`src/rtl/fetch_queue.sv`:
```
// Instruction fetch stage with a small in-order queue feeding decode.
// Issues sequential/predicted fetches and flushes on execute-stage redirects.
module fetch_queue #(
    parameter int unsigned DEPTH    = 4,
    parameter logic [31:0] RESET_PC = 32'h6000_0000
) (
    input  logic        clk,
    input  logic        rst,
    output logic        imem_read,
    output logic [31:0] imem_addr,
    input  logic [31:0] imem_rdata,
    input  logic        imem_resp,
    output logic [31:0] bp_pc,
    input  logic        bp_taken,
    input  logic [31:0] bp_target,
    input  logic        redirect,
    input  logic [31:0] redirect_pc,
    output logic        dq_valid,
    input  logic        dq_ready,
    output logic [31:0] dq_pc,
    output logic [31:0] dq_instruction,
    output logic [31:0] dq_pc_target,
    output logic        dq_taken
);

    localparam int unsigned PTR_W = $clog2(DEPTH);
    localparam int unsigned CNT_W = PTR_W + 1;

    typedef enum logic [1:0] {
        IDLE,
        REQ,
        DISCARD
    } state_t;

    typedef struct packed {
        logic [31:0] pc;
        logic [31:0] instr;
        logic [31:0] target;
        logic        taken;
    } entry_t;

    state_t             state_q, state_d;
    logic [31:0]        fetch_pc_q, fetch_pc_d;
    logic [PTR_W-1:0]   head_q, head_d;
    logic [PTR_W-1:0]   tail_q, tail_d;
    logic [CNT_W-1:0]   count_q, count_d;
    entry_t             entries_q [DEPTH];

    logic               enq;
    logic               deq;
    logic [31:0]        next_pc;
    entry_t             enq_entry;
    entry_t             head_entry;

    assign next_pc   = bp_taken ? bp_target : fetch_pc_q + 32'd4;
    assign enq_entry = '{pc: fetch_pc_q, instr: imem_rdata, target: next_pc, taken: bp_taken};

    assign enq = !redirect && (state_q == REQ) && imem_resp;
    assign deq = !redirect && dq_valid && dq_ready;

    always_comb begin
        state_d    = state_q;
        fetch_pc_d = fetch_pc_q;
        head_d     = head_q;
        tail_d     = tail_q;
        count_d    = count_q;

        if (redirect) begin
            count_d    = '0;
            head_d     = tail_q;
            fetch_pc_d = redirect_pc;
            unique case (state_q)
                IDLE:    state_d = IDLE;
                REQ:     state_d = imem_resp ? IDLE : DISCARD;
                // A response landing with the redirect is the stale one; waiting on would deadlock.
                DISCARD: state_d = imem_resp ? IDLE : DISCARD;
                default: state_d = IDLE;
            endcase
        end else begin
            if (deq) begin
                head_d = head_q + PTR_W'(1);
            end
            if (enq) begin
                tail_d     = tail_q + PTR_W'(1);
                fetch_pc_d = next_pc;
            end
            if (enq && !deq) begin
                count_d = count_q + CNT_W'(1);
            end else if (!enq && deq) begin
                count_d = count_q - CNT_W'(1);
            end

            unique case (state_q)
                IDLE: begin
                    if (count_q < CNT_W'(DEPTH)) begin
                        state_d = REQ;
                    end
                end
                REQ: begin
                    if (imem_resp) begin
                        state_d = (count_d < CNT_W'(DEPTH)) ? REQ : IDLE;
                    end
                end
                DISCARD: begin
                    if (imem_resp) begin
                        state_d = IDLE;
                    end
                end
                default: state_d = IDLE;
            endcase
        end
    end

    always_ff @(posedge clk or posedge rst) begin
        if (rst) begin
            state_q    <= IDLE;
            fetch_pc_q <= RESET_PC;
            head_q     <= '0;
            tail_q     <= '0;
            count_q    <= '0;
        end else begin
            state_q    <= state_d;
            fetch_pc_q <= fetch_pc_d;
            head_q     <= head_d;
            tail_q     <= tail_d;
            count_q    <= count_d;
        end
    end

    // Entry storage carries no reset; contents only matter while counted valid.
    always_ff @(posedge clk) begin
        if (enq) begin
            entries_q[tail_q] <= enq_entry;
        end
    end

    assign head_entry = entries_q[head_q];

    assign imem_read      = (state_q == REQ);
    assign imem_addr      = fetch_pc_q;
    assign bp_pc          = fetch_pc_q;
    assign dq_valid       = (count_q != '0);
    assign dq_pc          = head_entry.pc;
    assign dq_instruction = head_entry.instr;
    assign dq_pc_target   = head_entry.target;
    assign dq_taken       = head_entry.taken;

endmodule

```
`config.mk`:
```
export PLATFORM = sky130hd
export DESIGN_NAME = fetch_queue
export DESIGN_NICKNAME = d
export VERILOG_FILES = /design/src/rtl/fetch_queue.sv
export SDC_FILE = /design/constraint.sdc
export NUM_CORES = 1
export LEC_CHECK = 0
export CAP_MARGIN = 10
export CORE_ASPECT_RATIO = 0.75
export CORE_MARGIN = 1.5
export CORE_UTILIZATION = 58
export CTS_CLUSTER_SIZE = 30
export DETAILED_ROUTE_END_ITERATION = 12
export GPL_TIMING_DRIVEN = 1
export PLACE_DENSITY = 0.86
export SYNTH_ARGS = -nofsm -noshare
export SYNTH_HDL_FRONTEND = slang
export SYNTH_SLANG_ARGS = --single-unit
```
`constraint.sdc`:
```
create_clock -name clk -period 13.29 [get_ports clk]
set_clock_uncertainty 0.2 [all_clocks]
set_input_delay 2.658 -clock clk [delete_from_list [all_inputs] [get_ports clk]]
set_output_delay 2.658 -clock clk [all_outputs]
set_load 0.005 [all_outputs]
```
### Word-level counts from Yosys, hierarchy flattened

Memories as Yosys holds them, arrays and structs flattened.
Index checks and enable logic that the tools add are counted.

| word-level totals | value |
|---|---|
| bits in registers | 41 |
| bits in latches | 0 |
| memory bits (writable) | 388 |
| bits in read-only memories | 0 |
| bits of input ports | 102 |
| word-level logic and storage cells | 54 |
| memories kept | 1 |

| cells by class | value |
|---|---|
| add/sub/neg operators | 5 |
| $mul | 0 |
| div/mod/pow operators | 0 |
| magnitude comparators | 2 |
| equality and inequality tests | 5 |
| shift operators | 0 |
| muxes and demuxes | 19 |
| bitwise operators | 1 |
| reductions and logical operators | 16 |

Memories:

| memory | depth | width | rd ports | clocked after memory_dff | write ports | line | source |
|---|---|---|---|---|---|---|---|
| entries_q | 4 | 97 | 1 | 0 | 1 | 47 | `entry_t entries_q [DEPTH];` |

Operator list:

| cell | count |
|---|---|
| $mux W32 | 3 |
| $add A32 B3 Y32 const B | 1 |
| $mux W2 | 8 |
| $mux W3 | 4 |
| $logic_and A1 B1 Y1 | 6 |
| $lt A3 B3 Y1 const B | 2 |
| $ne A3 B3 Y1 const B | 2 |
| $pmux W2 S3 | 1 |
| $add A2 B1 Y2 const B | 2 |
| $reduce_bool A2 Y1 | 2 |
| $add A3 B1 Y3 const B | 1 |
| $logic_not A1 Y1 | 3 |
| $mux W1 | 3 |
| $ne A3 B1 Y1 const B | 1 |
| $reduce_and A3 Y1 | 1 |
| $reduce_bool A3 Y1 | 1 |
| $sub A3 B1 Y3 const B | 1 |
| $eq A2 B1 Y1 const B | 1 |
| $eq A2 B2 Y1 const B | 1 |
| $logic_not A2 Y1 | 1 |
| $reduce_and A2 Y1 | 1 |
| $reduce_or A2 Y1 | 1 |
| $not A1 Y1 | 1 |

### Logic depth before layout (Yosys ltp)

Gate-level depths: netlist of the first run.

| logic depth | value |
|---|---|
| word-level depth | 13 |
| depth in mapped cells | 9 |
| depth with buffers taken out | 7 |

### Least setup slack after synthesis of the first run

No wires, ideal clock.

| timing | value |
|---|---|
| path type | input port to flip-flop |
| start point | input port imem_resp |
| end point | memory entries_q[0][0] (netlist bit) (enable) |
| library setup time | 0.467 ns |
| arrival time | 5.604 ns |
| slack | 7.019 ns |
| stages | 4 |
| path through | and2_1 > clkbuf_1 > clkbuf_1 > and3_1 |

| on the way | value |
|---|---|
| longest elaborated chain between the ends | 3 |

RTL lines:

| item | line | source |
|---|---|---|
| start: declaration | 12 | `input logic imem_resp,` |
| $logic_and A1 B1 Y1 | 58 | `assign enq = !redirect && (state_q == REQ) && imem_resp;` |
| $mux W1 | 132 | `if (enq) begin` |
| $mux W1 (not written as such) | 133 | `entries_q[tail_q] <= enq_entry;` |
| end: declaration | 47 |  |

No other way between the ends.

### Final worst setup path of the first run

| timing | value |
|---|---|
| start point | register head_q[0] |
| end point | output port dq_instruction[25] |

| on the way | value |
|---|---|
| longest elaborated chain between the ends | 1 |

RTL lines:

| item | line | source |
|---|---|---|
| start: declaration | 44 | `logic [PTR_W-1:0] head_q, head_d;` |
| start signal: assignment | 118 | `head_q <= '0;` |
| start signal: assignment | 124 | `head_q <= head_d;` |
| $mem_v2 Z4 W97 | - |  |
| end: declaration | 21 | `output logic [31:0] dq_instruction,` |

No other way between the ends.

==> results.yml, run 1 <==
grt:
  met2_usage: 0.409
  grt_first_pass_wirelength_mm: 62.1
  grtUsageMet1: 0.394
  top_usage_layer: "met2"
  grt_pass1_vias: 10117
  gr-usage-all-layers: 0.265
  grt_overflow: 0
  grt_max_degree: 80
  antenna_found_initial: 0
  gr-usage-met3: 0.0506
flow_run:
  drv_cap: 0
placement:
  io_buffers: 264
  gp_routability_congestion: 0.819
  placed_area_mm2: 0.0205
  dp_cells: 1579
  hpwl_mm: 25.5
floorplan:
  initial_core_util: 0.589
  dieHeight_um: 154
  die_area_mm2: 0.0316
  core-area_mm2: 0.0301
  ios: 265
  rows: 55
  fp.dieW_um: 205
clock_network:
  cts.sinks: 429
  cts_buffers: 40
  post_cts_resize_count: 0
  cts_max_path_buffers: 3
  hold_buffers: 0
  cts_setup_buffers: 0
  clock_latency_ns: 0.54
  cts_tree: "yes"
  clk_pin_slew_ns: 0.06
  root_buffer: "clkbuf_16"
  htree_levels: 2
setup_path:
  max_stage_delay_ns: 0.77
  crit_path_end_kind: "primary output"
  r2r_cells: 5
  crit_type: "flop to primary output"
  rrSetupSlack_ns: 9.64
  reg2reg_to: "entries_q[0][32]$_DFFE_PP_"
  r2r-start: "state_q[1]$_DFFE_PP0P_"
  path_cells: "buf_4 > mux4_2 > clkdlybuf4s50_1"
  cp_data_required_time_ns: 10.43
  critPathLaunchType: "flop"
  worstPathMaxFanout: 44
  crit_arrival_ns: 3.23
  slowest_stage: "buf_4"
logic_synthesis:
  synth_seq_cells: 429
  yosys.cell_types.count: 65
  synthMuxAreaShare: 0.135
  syn-cell-area_mm2: 0.0177
  synthSimpleGateAreaFrac: 0.0586
  synth-seq-area-share: 0.716
  synthAdderAreaFrac: 0.00778
  avgSynthCellArea_um2: 17.8
  synth-xor-area-share: 0.0114
  ys_warn_count: 0
  synthFlopType: "edfxtp_1"
  async_flop_share: 0.0956
  synth_top_family_by_area: "multiplexers"
  synth_compound_area_frac: 0.0403
  syn_nets: 1110
  synthCells: 997
  synth_edf_count: 388
finish:
  final_cells: 1653
  diodes: 0
  nNetsFinal: 1335
  drive_gt1_frac: 0.156
  area_growth_syn_to_layout_pct: 22.6
  final_area_mm2: 0.0217
  final_util: 0.721
route:
  drt_wl_total_mm: 41.5
  dr.pass1.iters: 6
  antenna_left: 0
  num_vias: 10350
  wl_per_cell_um: 25.1
  vias_per_cell: 6.26
  drc_errors: 0
  drtIter0Drc: 1392
hold_path:
  holdCritStartpoint: "state_q[1]$_DFFE_PP0P_"
  hold_end: "state_q[1]$_DFFE_PP0P_"
  hold_depth: 2
  min_path_type: "flop to flop"
power_and_ir_drop:
  p_per_area_mw_per_mm2: 183
  ir_drop_uv: 126
  power_leakage_nw: 7.13
sta:
  finalMaxSlewViolations: 0
  period_needed_ns: 6.09
  fmax_mhz: 164
  setup_viol: 0
  worst_hold_slack_ns: 0.373
  slew_headroom: 0.188
  tns_ns: 0
  tightest_slew_ns: 1.22
  hold_viol: 0
  fin_crit_sh: 0.458
  rsz0062_at_grt: "false"
outcome:
  outcome: "finished, final reports clean"
worst max-delay path by stage:
| stage | start | depth (start not counted) | slack (ns) | endpoint |
|---|---|---|---|---|
| 6_report | head_q[0]$_DFFE_PP0P_ | 3 | 7.20 | dq_instruction[25] |
| 2_1_floorplan | imem_resp | 4 | 7.02 | entries_q[0][0]$_DFFE_PP_ |
| 3_5_place_dp | imem_resp | 4 | 7.17 | entries_q[2][42]$_DFFE_PP_ |
| 5_1_grt | head_q[0]$_DFFE_PP0P_ | 3 | 6.97 | dq_pc_target[10] |
| 4_1_cts | head_q[0]$_DFFE_PP0P_ | 3 | 7.10 | dq_pc[13] |
| 3_3_place_gp | imem_resp | 4 | 7.23 | entries_q[0][38]$_DFFE_PP_ |
report_power, final:
group	switching, W	internal, W	leakage [nW]
clock network	0.000481	0.000607	0.609
registers	0.000131	0.00159	3.99
logic	0.000477	0.000682	2.53
total	0.00109	0.00288	7.13
cell usage in the layout (no fill, tap or decap), types with 3 or more instances in the layout:
cell,count
and3_1,6
and3_4,4
nand2b_1,5
a21boi_0,3
inv_1,16
xnor2_1,13
nand4_2,3
o21ai_0,35
nor2b_1,4
clkinv_2,11
nand2_1,69
xor2_1,10
a31oi_1,5
nand3_1,17
nand4_1,13
mux2_2,8
o31ai_1,5
a221o_1,5
dfrtp_1,37
mux2i_1,12
nor3_1,15
nor2_1,31
nor4_1,10
a31o_2,3
ha_1,11
a21o_1,4
a21oi_1,22
or3_1,3
clkbuf_16,41
clkdlybuf4s50_1,262
edfxtp_1,388
clkbuf_1,9
clkinv_1,8
mux4_2,97
or4_1,6
buf_4,10
critical path: cells and delay by family, from the launching register on:
family / cells / cell delay [ns]
mux: 1 / 0.62
buf+inv: 2 / 1.26
flops: 1 / 0.73
cells by family after synthesis:
logic type	Yosys count
buf+inv	108
fa+ha+maj	11
compound gates	108
simple gates	201
flops	429
mux	117
xor+xnor	23
final cells by class:
type / count / area, um^2
multi-input cells: 460 / 4510
well taps: 399 / 499
fillers: 1807 / 8380
repair buffers: 274 / 2710
flip-flops and latches: 429 / 12700
inverters: 17 / 63.8
clock inverters: 24 / 170
clock buffers: 50 / 1060
layer usage:
layer	share of wire	up-vias
li1	-	4396
met1	0.40	5262
met2	0.47	620
met3	0.10	72
met4	0.024	0
met5	0	-
cells in the mapped netlist (6+ instances only):
library cell  instances  area share
nor4_1               10      0.0035
dfrtp_1              39       0.055
and3_1               10      0.0035
mux2_2                8      0.0051
nor2_1               31      0.0066
ha_1                 11      0.0078
clkbuf_1             39      0.0083
mux2i_1              12      0.0068
nand4_1              13      0.0046
o21ai_0              35      0.0099
a21oi_1              22      0.0062
buf_4                32       0.014
mux4_2               97        0.12
buf_1                13      0.0028
edfxtp_1            388        0.66
xnor2_1              13      0.0064
xor2_1               10      0.0049
nand3_1              17      0.0048
nand2_1              69       0.015
buf_2                 7      0.0020
nor3_1               15      0.0042
or4_1                 6      0.0025
inv_1                17      0.0036
state kept, by name, indices dropped and copies added, names as in the netlist:
name / flops
bp_pc: 32
state_q: 2
head_q: 2
count_q: 3
entries_q: 388
tail_q: 2
metrics by stage:
step	total power (W)	worst slack, ns
after floorplan	0.00231	7.02
after global placement	0.00289	7.23
after detailed placement	0.00291	7.17
after CTS	0.00400	7.10
after global routing	0.00413	6.97
final	0.00397	7.20
Power figures use the tool's default switching activity.
==> inputs of run 2 (changes only) <==
--- a/config.mk
+++ b/config.mk
@@ -8,11 +8,11 @@
 export CAP_MARGIN = 10
 export CORE_ASPECT_RATIO = 0.75
 export CORE_MARGIN = 1.5
-export CORE_UTILIZATION = 58
+export CORE_UTILIZATION = 49
 export CTS_CLUSTER_SIZE = 30
 export DETAILED_ROUTE_END_ITERATION = 12
 export GPL_TIMING_DRIVEN = 1
-export PLACE_DENSITY = 0.86
+export PLACE_DENSITY = 0.77
 export SYNTH_ARGS = -nofsm -noshare
 export SYNTH_HDL_FRONTEND = slang
 export SYNTH_SLANG_ARGS = --single-unit
==> constraint.sdc (replaced) <==
create_clock -name clk -period 5.6 [get_ports clk]
set_clock_uncertainty 0.2 [all_clocks]
set_input_delay 1.12 -clock clk [delete_from_list [all_inputs] [get_ports clk]]
set_output_delay 1.12 -clock clk [all_outputs]
set_load 0.005 [all_outputs]
==> results.yml, run 2 (same netlist as run 1, synthesis figures left out) <==
outcome:
  outcome: "finished, final reports clean"
grt:
  grt_max_degree: 67
  antenna_found_initial: 2
  gr-usage-all-layers: 0.232
  grt_first_pass_wirelength_mm: 64.9
  grt_overflow: 0
  grt_pass1_vias: 10495
route:
  num_vias: 10071
  drtIter0Drc: 950
  wl_met3_mm: 3.78
  vias_per_cell: 5.83
  dr.pass1.iters: 5
  top_layer: "met5"
  wl_met1_mm: 17.9
  antenna_left: 0
  drc_errors: 0
  drt_wl_total_mm: 42.5
  wl_met2_mm: 19.6
  wl_per_cell_um: 24.6
finish:
  top_register: "entries_q"
  area_growth_syn_to_layout_pct: 23.8
  largest_reg_flops: 388
  multi_input_area_mm2: 0.00450
  nFillCells: 2591
  final_common_cell: "edfxtp_1"
  drive_gt1_frac: 0.158
  final_cell_mix: "edfxtp_1, clkdlybuf4s50_1, mux4_2"
  seq_area_mm2: 0.0127
  nNetsFinal: 1342
floorplan:
  initial_core_util: 0.495
  fp.dieW_um: 222
  die_area_mm2: 0.0373
  rows: 60
  core-area_mm2: 0.0357
  dieHeight_um: 168
  ios: 265
clock_network:
  hold_buffers: 0
  cts_setup_buffers: 0
  htree_levels: 2
  cts.sinks: 429
  root_buffer: "clkbuf_16"
  cts_max_path_buffers: 3
  clk_pin_slew_ns: 0.07
  cts_buffers: 40
  clock_latency_ns: 0.57
  post_cts_resize_count: 0
  cts_tree: "yes"
setup_path:
  cp_data_required_time_ns: 4.28
  crit_arrival_ns: 2.98
  critPathLaunchType: "flop"
  path_delay_family: "buffers and inverters"
  path_cells: "buf_4 > mux4_2 > clkdlybuf4s50_1"
  crit_buf_inv: 2
  slowest_stage: "dfrtp_4"
  max_stage_delay_ns: 0.82
  worstPathMaxFanout: 27
  crit_path_end_kind: "primary output"
  crit_type: "flop to primary output"
sta:
  fin_crit_sh: 0.768
  setup_viol: 0
  tightest_slew_ns: 1.12
  period_needed_ns: 4.30
  rsz0062_at_grt: "false"
  tns_ns: 0
  slew_headroom: 0.248
  fmax_mhz: 232
  hold_viol: 0
  finalMaxSlewViolations: 0
placement:
  gp_routability_congestion: 0.807
  hpwl_mm: 27.1
  io_buffers: 264
hold_path:
  min_path_type: "flop to flop"
power_and_ir_drop:
  ir_drop_uv: 227
  p_per_area_mw_per_mm2: 435
  power_leakage_nw: 7.18
  total_power_w: 0.00954
flow_run:
  drv_cap: 0
run 2: cell types whose count changed in the layout (fill, tap and decap cells not counted), sizes merged:
cell,delta
diode,+1
clkinv,-2
bufinv,+1
buf,+7
clkinvlp,+1
run 2: final timing paths:
check                           cells after the start                          to                   start  slack (ns)
worst min register to register                      2      state_q[1]$_DFFE_PP0P_  state_q[1]$_DFFE_PP0P_        0.37
max in group asynchronous                           2       head_q[0]$_DFFE_PP0P_                     rst        3.52
worst min-delay path                                2      state_q[1]$_DFFE_PP0P_  state_q[1]$_DFFE_PP0P_        0.37
min in group asynchronous                           2       bp_pc[10]$_DFFE_PP0P_                     rst        0.93
worst max-delay path                                3                   dq_pc[13]   head_q[0]$_DFFE_PP0P_        1.30
worst max register to register                      6  entries_q[0][17]$_DFFE_PP_    bp_pc[2]$_DFFE_PP0P_        1.89
run 2: metrics by stage:
stage	worst slack [ns]	std cells	util	hold slack (ns)	area [um^2]
3_3_place_gp	1.61	1652	0.578	0.341	20700
3_5_place_dp	1.59	1652	0.578	0.350	20700
4_1_cts	1.21	1726	0.613	0.366	21900
5_1_grt	1.11	1726	0.613	0.421	21900
2_1_floorplan	0.867	997	-	0.303	17700
6_report	1.30	1727	0.613	0.370	21900
run 2: area by class of cell:
type	instances	area share
Clock buffer	50	0.0474
Tap cell	465	0.0265
Clock inverter	24	0.00993
Sequential cell	429	0.579
Timing Repair Buffer	281	0.129
Inverter	17	0.00291
Multi-Input combinational cell	460	0.206
Antenna cell	1	0.000114
run 2: metal layers:
metal / GRT usage / up-vias
met2: 0.357 / 416
met3: 0.0688 / 72
met5: 0 / -
met4: 0.0731 / 2
met1: 0.321 / 5166
li1: - / 4415
run 2: power breakdown:
| part | internal, W | leakage (nW) | switching [W] |
|---|---|---|---|
| Clock | 0.00147 | 0.608 | 0.00118 |
| Sequential | 0.00378 | 3.99 | 0.000372 |
| Combinational | 0.00164 | 2.58 | 0.00109 |
| Total | 0.00689 | 7.18 | 0.00265 |
run 2: tightest hold or removal path: stages, from the launching register on:
cell,delay (ns)
dfrtp_1,0.39
nand2_1,0.07
o22ai_1,0.07
==> inputs of run 3 (changes only) <==
--- a/config.mk
+++ b/config.mk
@@ -8,11 +8,11 @@
 export CAP_MARGIN = 10
 export CORE_ASPECT_RATIO = 0.75
 export CORE_MARGIN = 1.5
-export CORE_UTILIZATION = 49
+export CORE_UTILIZATION = 54
 export CTS_CLUSTER_SIZE = 30
 export DETAILED_ROUTE_END_ITERATION = 12
 export GPL_TIMING_DRIVEN = 1
-export PLACE_DENSITY = 0.77
+export PLACE_DENSITY = 0.81
 export SYNTH_ARGS = -nofsm -noshare
 export SYNTH_HDL_FRONTEND = slang
 export SYNTH_SLANG_ARGS = --single-unit
==> constraint.sdc (replaced) <==
create_clock -name clk -period 4.19 [get_ports clk]
set_clock_uncertainty 0.2 [all_clocks]
set_input_delay 0.838 -clock clk [delete_from_list [all_inputs] [get_ports clk]]
set_output_delay 0.838 -clock clk [all_outputs]
set_load 0.005 [all_outputs]
==> results.yml, run 3 (same netlist as run 1, synthesis figures left out) <==
finish:
  final_cells: 1727
  top_register: "entries_q"
  final_cell_mix: "edfxtp_1, clkdlybuf4s50_1, mux4_2"
  largest_reg_flops: 388
  final_common_cell: "edfxtp_1"
  drive_gt1_frac: 0.167
  nFillCells: 2147
  nNetsFinal: 1359
  area_growth_syn_to_layout_pct: 24.9
  final_util: 0.684
grt:
  gr-usage-all-layers: 0.251
  grt_pass1_vias: 10408
  grt_first_pass_wirelength_mm: 62.7
  grt_overflow: 0
  grt_max_degree: 57
  antenna_found_initial: 9
route:
  num_vias: 10126
  antenna_left: 0
  drtIter0Drc: 784
  wl_per_cell_um: 24.2
  dr.pass1.iters: 5
  drt_wl_total_mm: 41.8
  drc_errors: 0
  vias_per_cell: 5.86
setup_path:
  r2r-start: "bp_pc[2]$_DFFE_PP0P_"
  crit_arrival_ns: 2.78
  crit_path_end_kind: "primary output"
  rrSetupSlack_ns: 0.92
  max_stage_delay_ns: 0.82
  r2r_cells: 6
  slowest_stage: "dfrtp_4"
  worstPathMaxFanout: 28
  path_delay_family: "flip-flops"
  cp_data_required_time_ns: 3.15
  startpoint: "head_q[0]$_DFFE_PP0P_"
  crit_end: "dq_pc[26]"
  crit_type: "flop to primary output"
  critPathLaunchType: "flop"
  worst-path-stages: 3
  path_cells: "buf_12 > mux4_2 > clkdlybuf4s50_1"
  reg2reg_to: "entries_q[0][27]$_DFFE_PP_"
  crit_buf_inv: 2
sta:
  fin_crit_sh: 0.910
  period_needed_ns: 3.81
  tightest_slew_ns: 0.976
  finalMaxSlewViolations: 0
  rsz0062_at_grt: "false"
  tns_ns: 0
  setup_viol: 0
  fmax_mhz: 262
  hold_viol: 0
  slew_headroom: 0.348
power_and_ir_drop:
  power_switching_w: 0.00344
  power_leakage_nw: 7.29
  ir_drop_uv: 461
  p_clk_frac: 0.279
  p_per_area_mw_per_mm2: 578
  p_int_w: 0.00934
  swShare: 0.269
  pwr-share-comb: 0.295
  seq_power_share: 0.426
floorplan:
  initial_core_util: 0.548
  die_area_mm2: 0.0339
  core-area_mm2: 0.0323
  dieHeight_um: 160
  ios: 265
  fp.dieW_um: 212
  rows: 57
clock_network:
  clk_pin_slew_ns: 0.06
  cts.sinks: 429
  htree_levels: 2
  clock_latency_ns: 0.55
  hold_buffers: 0
  cts_max_path_buffers: 3
  root_buffer: "clkbuf_16"
  cts_buffers: 42
  cts_tree: "yes"
  post_cts_resize_count: 0
  cts_setup_buffers: 0
hold_path:
  min_path_type: "flop to flop"
placement:
  io_buffers: 264
  dp_cells: 1644
  hpwl_mm: 26.9
  gp_routability_congestion: 0.805
outcome:
  outcome: "finished, final reports clean"
flow_run:
  drv_cap: 0
==> run 3: final cells by class <==
| type | count | area, um^2 | area share |
|---|---|---|---|
| diodes | 7 | 17.5 | 0.000792 |
| clock buffers | 57 | 1140 | 0.0515 |
| clock inverters | 19 | 158 | 0.00713 |
| inverters | 17 | 63.8 | 0.00289 |
| multi-input cells | 460 | 4510 | 0.204 |
| flip-flops and latches | 429 | 12700 | 0.574 |
| well taps | 442 | 553 | 0.0250 |
| repair buffers | 296 | 2990 | 0.135 |
==> run 3: power by group through the flow <==
stage	sequential (W)	combinational [W]	clock, W
3_3_place_gp	0.00552	0.00373	0
4_1_cts	0.00545	0.00381	0.00364
2_1_floorplan	0.00529	0.00203	0
3_5_place_dp	0.00554	0.00378	0
6_report	0.00544	0.00377	0.00356
5_1_grt	0.00549	0.00402	0.00380
==> run 3: worst reg2reg max path, stage by stage (launching register included) <==
cell     delay (ns)
dfrtp_1        0.61
ha_1           0.30
nand3_2        0.29
nor4_4         0.81
nand4_1        0.30
xnor2_1        0.19
mux2_2         0.32
==> run 3: worst min path at each step <==
stage,from,to,slack [ns],cells after the start
2_1_floorplan,tail_q[1]$_DFFE_PP0P_,head_q[1]$_DFFE_PP0P_,0.30,2
3_3_place_gp,state_q[0]$_DFFE_PP0P_,state_q[0]$_DFFE_PP0P_,0.35,2
3_5_place_dp,tail_q[1]$_DFFE_PP0P_,head_q[1]$_DFFE_PP0P_,0.36,2
4_1_cts,tail_q[1]$_DFFE_PP0P_,head_q[1]$_DFFE_PP0P_,0.37,2
5_1_grt,state_q[0]$_DFFE_PP0P_,state_q[0]$_DFFE_PP0P_,0.41,2
6_report,tail_q[1]$_DFFE_PP0P_,head_q[1]$_DFFE_PP0P_,0.36,2
==> run 3: metal layers <==
layer	GRT usage	routed length, um
met5	0	51
met4	0.0666	828
met1	0.348	17300
met3	0.0649	3460
met2	0.401	20100
==> run 3: per-stage QoR <==
| stage | setup slack (ns) | hold slack, ns | area [um^2] | total power [W] |
|---|---|---|---|---|
| 6_report | 0.375 | 0.364 | 22100 | 0.0128 |
| 3_3_place_gp | 0.888 | 0.348 | 20800 | 0.00925 |
| 4_1_cts | 0.314 | 0.375 | 22100 | 0.0129 |
| 2_1_floorplan | 0.831 | 0.303 | 17700 | 0.00733 |
| 3_5_place_dp | 0.900 | 0.361 | 20800 | 0.00932 |
| 5_1_grt | 0.238 | 0.412 | 22100 | 0.0133 |
